===== src/rtl/final_unit_pkg.sv =====
// Shared widths and types for the final_unit accumulator and its wide combinational adder.
package final_pkg;

    localparam int A_W = 64;
    localparam int L_W = 129;

    typedef logic [A_W-1:0] a_t;
    typedef logic [L_W-1:0] long_t;

endpackage


===== src/rtl/final_unit_if.sv =====
// Data bundle between final_unit and its user: the accumulator increment, the wide operand and both results.
interface final_unit_if;

    final_pkg::a_t    a;
    final_pkg::long_t long_in;
    final_pkg::a_t    x;
    final_pkg::long_t long_out;

    modport master (output a, output long_in, input x, input long_out);
    modport slave  (input a, input long_in, output x, output long_out);

endinterface


===== src/rtl/final_unit_wide_add.sv =====
// Unsigned L_W-bit + zero-extended A_W-bit adder, built from carry-chained 64-bit slices; carry out is dropped.
module final_wide_add #(
    parameter int L_W = 129,
    parameter int A_W = 64
) (
    input  logic [L_W-1:0] op_long,
    input  logic [A_W-1:0] op_short,
    output logic [L_W-1:0] sum
);

    localparam int SW = 64;
    localparam int NS = (L_W + SW - 1) / SW;

    logic [L_W-1:0] short_ext;
    logic [NS-1:0]  carry;

    assign short_ext = {{(L_W-A_W){1'b0}}, op_short};
    assign carry[0]  = 1'b0;

    // The top slice may be narrower than SW and has no carry out to keep.
    for (genvar g = 0; g < NS; g++) begin : g_slice
        localparam int LO = g * SW;
        localparam int W  = (g == NS - 1) ? (L_W - LO) : SW;

        if (g < NS - 1) begin : g_mid
            assign {carry[g+1], sum[LO +: W]} = {1'b0, op_long[LO +: W]}
                                              + {1'b0, short_ext[LO +: W]}
                                              + (W+1)'(carry[g]);
        end else begin : g_top
            assign sum[LO +: W] = op_long[LO +: W] + short_ext[LO +: W] + W'(carry[g]);
        end
    end

endmodule


===== src/rtl/final_unit.sv =====
// Running 64-bit accumulator with a registered output x and a combinational wide sum long_out = long_in + x.
module final_unit
    import final_pkg::*;
(
    input  logic        clk,
    input  logic        rst_n,
    final_unit_if.slave bus
);

    a_t acc;

    // Wraps modulo 2^A_W; reset only takes effect on the clock edge.
    always_ff @(posedge clk) begin
        if (!rst_n) begin
            acc <= '0;
        end else begin
            acc <= acc + bus.a;
        end
    end

    assign bus.x = acc;

    final_wide_add #(
        .L_W(L_W),
        .A_W(A_W)
    ) u_wide_add (
        .op_long (bus.long_in),
        .op_short(acc),
        .sum     (bus.long_out)
    );

endmodule


===== src/flat_wrapper.sv =====
// flat-port wrapper written by rule: the top's interface ports become plain ports
module final_unit_flat import final_pkg::*;
  (clk, rst_n, bus_a, bus_long_in, bus_x, bus_long_out);
  final_unit_if bus_i ();
  input  logic clk;
  input  logic rst_n;
  input wire logic [$bits(bus_i.a)-1:0] bus_a;
  input wire logic [$bits(bus_i.long_in)-1:0] bus_long_in;
  output wire logic [$bits(bus_i.x)-1:0] bus_x;
  output wire logic [$bits(bus_i.long_out)-1:0] bus_long_out;
  assign bus_i.a = bus_a;
  assign bus_i.long_in = bus_long_in;
  assign bus_x = bus_i.x;
  assign bus_long_out = bus_i.long_out;
  final_unit u_core (.clk(clk), .rst_n(rst_n), .bus(bus_i));
endmodule

===== config.mk =====
export PLATFORM = sky130hd
export DESIGN_NAME = final_unit_flat
export DESIGN_NICKNAME = d
export VERILOG_FILES = /design/src/rtl/final_unit_pkg.sv /design/src/rtl/final_unit_if.sv /design/src/rtl/final_unit_wide_add.sv /design/src/rtl/final_unit.sv /design/src/flat_wrapper.sv
export SDC_FILE = /design/constraint.sdc
export NUM_CORES = 1
export LEC_CHECK = 0
export BUFFER_PORTS_ARGS = -buffer_cell sky130_fd_sc_hd__clkbuf_2
export CORE_AREA = 2 2 153 155
export CTS_CLUSTER_DIAMETER = 150
export DETAILED_ROUTE_END_ITERATION = 8
export DIE_AREA = 0 0 155 157
export PLACE_DENSITY = 0.72
export SYNTH_ARGS = -nofsm -noshare
export SYNTH_HDL_FRONTEND = slang
export SYNTH_SLANG_ARGS = --single-unit

===== constraint.sdc =====
create_clock -name clk -period 5.55 [get_ports clk]
set_input_delay 0.2775 -clock clk [delete_from_list [all_inputs] [get_ports clk]]
set_output_delay 0.2775 -clock clk [all_outputs]
set_load 0.02 [all_outputs]

### Yosys cells after proc, flatten, opt, wreduce, memory -nomap -nowiden

Index checks and enable logic that the tools add are counted.

* register bits after elaboration: 64
* bits of input ports: 195
* output and inout bits: 193
* word-level logic and storage cells: 5

* add/sub/neg operators: 4

Operators by type and width (number)
* 64-bit by 1-bit adder with 65-bit output: 1
* 64-bit by 64-bit adder with 65-bit output: 1
* 64-bit adder: 1
* 1-bit adder: 1

### Logic depth before layout (Yosys ltp)

* word-level depth: 3
* gate-level depth with buffers: 22
* mapped depth without buffers: 20

### Hierarchy

Synthesis repeated with hierarchy kept, for this count alone.

* cell total of the unflattened synthesis: 1462
* area, all modules: 10536.4 um2

By module, submodules not included
* final_unit: instances 1, cells each 745, area an instance 5695.5 um2, seq. area each 1281.2 um2
* final_wide_add: instances 1, cells each 717, area an instance 4840.9 um2, seq. area each 0.0 um2

### Worst setup path before layout

No wires, ideal clock.

* kind: reg-to-output
* start: register u_core.acc[0], in the netlist u_core.bus.x[0]
* end: output bus_long_out[126]
* arrival time: 4.660 ns
* slack: 0.612 ns
* stages on the path, launching flop included: 23
* cells stage by stage: dfxtp_1 -> ha_1 -> fa_1 -> a211oi_1 -> o21ai_1 -> o2111ai_1 -> a211oi_1 -> o21ai_1 -> a211oi_1 -> o21ai_1 -> a21boi_0 -> o22a_1 -> ha_1 -> ha_1 -> and3_1 -> and4_1 -> buf_2 -> and3_1 -> buf_4 -> nand4_1 -> nor4_2 -> nand3_1 -> xnor2_1

* longest elaborated chain between the ends: 2

Ends and longest elaborated chain
* start: declaration: RTL line final_unit.sv:10 `a_t acc;`
* start signal: assignment: RTL line final_unit.sv:17 `acc <= acc + bus.a;`
* 64-bit by 64-bit adder with 65-bit output: RTL line final_unit_wide_add.sv:27 `+ {1'b0, short_ext[LO +: W]}`
* 64-bit by 1-bit adder with 65-bit output: RTL line final_unit_wide_add.sv:28 `+ (W+1)'(carry[g]);`
* end: declaration: RTL line flat_wrapper.sv:10 `output wire logic [$bits(bus_i.long_out)-1:0] bus_long_out;`

Every way passes these cells.

### Worst setup path in the final report

* start: register u_core.acc[0], in the netlist u_core.bus.x[0]
* end: output bus_long_out[128]

* longest elaborated chain between the ends: 3

Ends and longest elaborated chain
* 64-bit by 64-bit adder with 65-bit output: RTL line final_unit_wide_add.sv:27
* 64-bit by 1-bit adder with 65-bit output: RTL line final_unit_wide_add.sv:28
* 1-bit adder: RTL line final_unit_wide_add.sv:30 `assign sum[LO +: W] = op_long[LO +: W] + short_ext[LO +: W] + W'(carry[g]);`

Every way passes these cells.

==> metrics.yaml <==
run:
  max-cap-violations: 0
sta:
  fin_tns_setup_ns: 0
  skew_ns: 0.00812
  worstMarginPinSlew_ns: 0.732
  fin_crit_ns: 5.37
  setup_viol: 0
  timing.final.hold_violations: 0
  whs_ns: 0.262
  fmax_ghz: 0.186
  fin_crit_sh_pct: 96.7
  max_slew_margin_pct: 51.2
  final_max_slew_viol_count: 0
  fin_ws_ns: 0.183
clock_network:
  cts_tree: "done"
  clockBufferDepth: 2
  cts_buffers: 9
  htree_levels: 3
  clk_latency_ns: 0.34
  root_buffer: "clkbuf_16"
  numClockSinks: 64
  clk_pin_slew_ns: 0.05
die:
  die_y_um: 157
  rows: 55
  core_area_um2: 22500
  io_pins: 388
  start_util_pct: 46.7
  dieWidth_um: 155
  die_area_um2: 24300
critical_path:
  r2r-end: "u_core.bus.x[55]$_SDFF_PN0_"
  rr_worst_depth: 10
  cp-startpoint: "u_core.bus.x[0]$_SDFF_PN0_"
  cp.arrival_ns: 5.09
  crit_chain: "ha_2 > fa_2 > a211oi_1 > o21ai_2 > o2111ai_2 > a211oi_2 > o21ai_2 > a211oi_4 > o21ai_2 > a21boi_1 > o22a_1 > ha_2 > ha_2 > and3_4 > and4_4 > and3_1 > nand4_1 > buf_6 > nor4_4 > nand3_1 > xnor2_1 > clkbuf_2"
  slowest_delay_ns: 0.34
  crit_required_ns: 5.27
  reg2reg_slack_ns: 2.40
  crit_type: "reg2out"
  start_kind: "flip-flop"
  end_kind: "output port"
  cp_max_fo: 5
  cp_slowest_cell: "dfxtp_2"
  endpoint: "bus_long_out[128]"
  r2r-start: "u_core.bus.x[10]$_SDFF_PN0_"
routing:
  drc: 0
  top_layer: "met4"
  met1Wirelength_um: 16800
  vias: 12500
  dr.pass1.iters: 6
  wl_per_cell_um: 19.3
  ant_nets: 0
  drt_iter0_markers: 1030
  viasPerCell: 5.89
  wirelength_um: 40800
  met3_length_um: 2700
  wl_met2_um: 18900
synthesis:
  synth_edf_count: 0
  syn_area_per_cell_um2: 7.08
  yosys-top-cells-count: "a21oi_1, nand2_1, nor2_1"
  synth_nets: 1810
  syn_area_um2: 10500
  ys_seq_elements: 64
  yosysMostFrequentCell: "a21oi_1"
  synthCells: 1484
  synth_top_area_share_pct: 15.4
  yosysTopAreaCell: "ha_1"
  ys_seq_area_share_pct: 12.2
  synthArstFlopShare_pct: 0
  ys_warn_count: 0
  synth_area_leaders: "ha_1, dfxtp_1, xnor2_1"
  synth_ff_type: "dfxtp_1"
  ys_types: 81
pwr:
  peakVddDrop_mv: 0.274
  leakage_nw: 6.43
  cellPowerDensity_nw_per_um2: 614
finish:
  finalNonFillerCells: 2121
  nets: 2151
  n_fill_cell: 2225
  final_core_util_pct: 57.7
  drive_gt1_share_pct: 24.9
  syn_to_final_growth_pct: 23.6
  largest_reg_flops: 64
global_route:
  antenna_found_initial: 5
  grt_pass1_vias: 11800
  grt-ovfl-total: 0
  grt_pass1_wl_um: 61500
  grt_max_degree: 34
  track_usage_pct: 31.8
placed_design:
  gp_congestion: 1.02
  place_hpwl_um: 34500
  port_buffers: 387
  pre_cts_slack_ns: -0.0489
  placedCellCount: 2096
run_status:
  status: "finished clean"
hold_path:
  worstHoldPathType: "in2reg"
==> kinds of logic after synthesis <==
| kind of cell | synth area share, % |
|---|---|
| buf+inv | 4.43 |
| fa+ha+maj | 15.7 |
| flops | 12.2 |
| xor+xnor | 13.1 |
| simple gates | 25.2 |
| mux | 0.952 |
| compound gates | 28.4 |
==> where the power goes <==
group	total [mW]	leakage (nW)	switching (mW)	internal, mW
Combinational	6.45	5.76	4.11	2.33
Sequential	1.01	0.534	0.331	0.679
Clock	0.526	0.136	0.215	0.312
Total	7.98	6.43	4.66	3.32
==> cell usage in the layout (no fill, tap or decap), types with 51 or more instances in the layout <==
| master | netlist | final |
|---|---|---|
| a21oi_1 | 152 | 152 |
| xnor2_1 | 112 | 111 |
| nand2_1 | 144 | 144 |
| a21o_1 | 57 | 57 |
| nand4_1 | 54 | 54 |
| nand3_1 | 61 | 60 |
| nor2_1 | 132 | 132 |
| dfxtp_1 | 64 | 63 |
| clkbuf_2 | 0 | 385 |
| o21ai_0 | 66 | 66 |
| ha_1 | 129 | 126 |
| inv_1 | 51 | 51 |
==> layer usage <==
layer | track usage (%) | vias up
li1 | - | 6122
met3 | 4.13 | 127
met2 | 53.2 | 537
met1 | 39.2 | 5699
met5 | 0 | -
met4 | 18.9 | 0
==> timing repair <==
action	4_1_cts	5_1_grt
buffers inserted	1	2
hold buffers	0	0
endpoints found under the setup margin	21	30
pin swaps	2	8
resized for setup	3	22
==> through the flow <==
step / cell area [um^2] / power (mW)
after floorplan: 10500 / 5.39
after global placement: 12600 / 7.30
after detailed placement: 12600 / 7.33
after CTS: 12900 / 7.89
after global routing: 13000 / 8.59
final: 13000 / 7.98
==> worst min-delay path by stage <==
stage | start | cells past startpoint | slack, ns | to
finish | bus_a[0] | 3 | 0.26 | u_core.bus.x[0]$_SDFF_PN0_
global route | bus_a[0] | 3 | 0.28 | u_core.bus.x[0]$_SDFF_PN0_
CTS | bus_a[0] | 3 | 0.26 | u_core.bus.x[0]$_SDFF_PN0_
detailed placement | bus_a[0] | 3 | 0.60 | u_core.bus.x[0]$_SDFF_PN0_
global placement | bus_a[0] | 3 | 0.60 | u_core.bus.x[0]$_SDFF_PN0_
floorplan | bus_a[0] | 2 | 0.50 | u_core.bus.x[0]$_SDFF_PN0_
==> final cells by class <==
type / instances / area (um^2) / share of cell area [%]
Antenna cell: 6 / 15.0 / 0.116
Clock buffer: 12 / 246 / 1.90
Clock inverter: 4 / 20.0 / 0.154
Inverter: 52 / 195 / 1.50
Multi-Input combinational cell: 1299 / 8840 / 68.1
Sequential cell: 64 / 1280 / 9.87
Tap cell: 285 / 357 / 2.74
Timing Repair Buffer: 399 / 2040 / 15.7
==> critical path, delay by kind of cell (launching register included) <==
kind            cells  cell delay, ns
fa+ha+maj           4            0.83
compound gates      9            1.76
flops               1            0.34
buf+inv             2            0.38
xor+xnor            1            0.18
simple gates        6            1.25
Note: power is estimated with default switching activity, not from simulation.
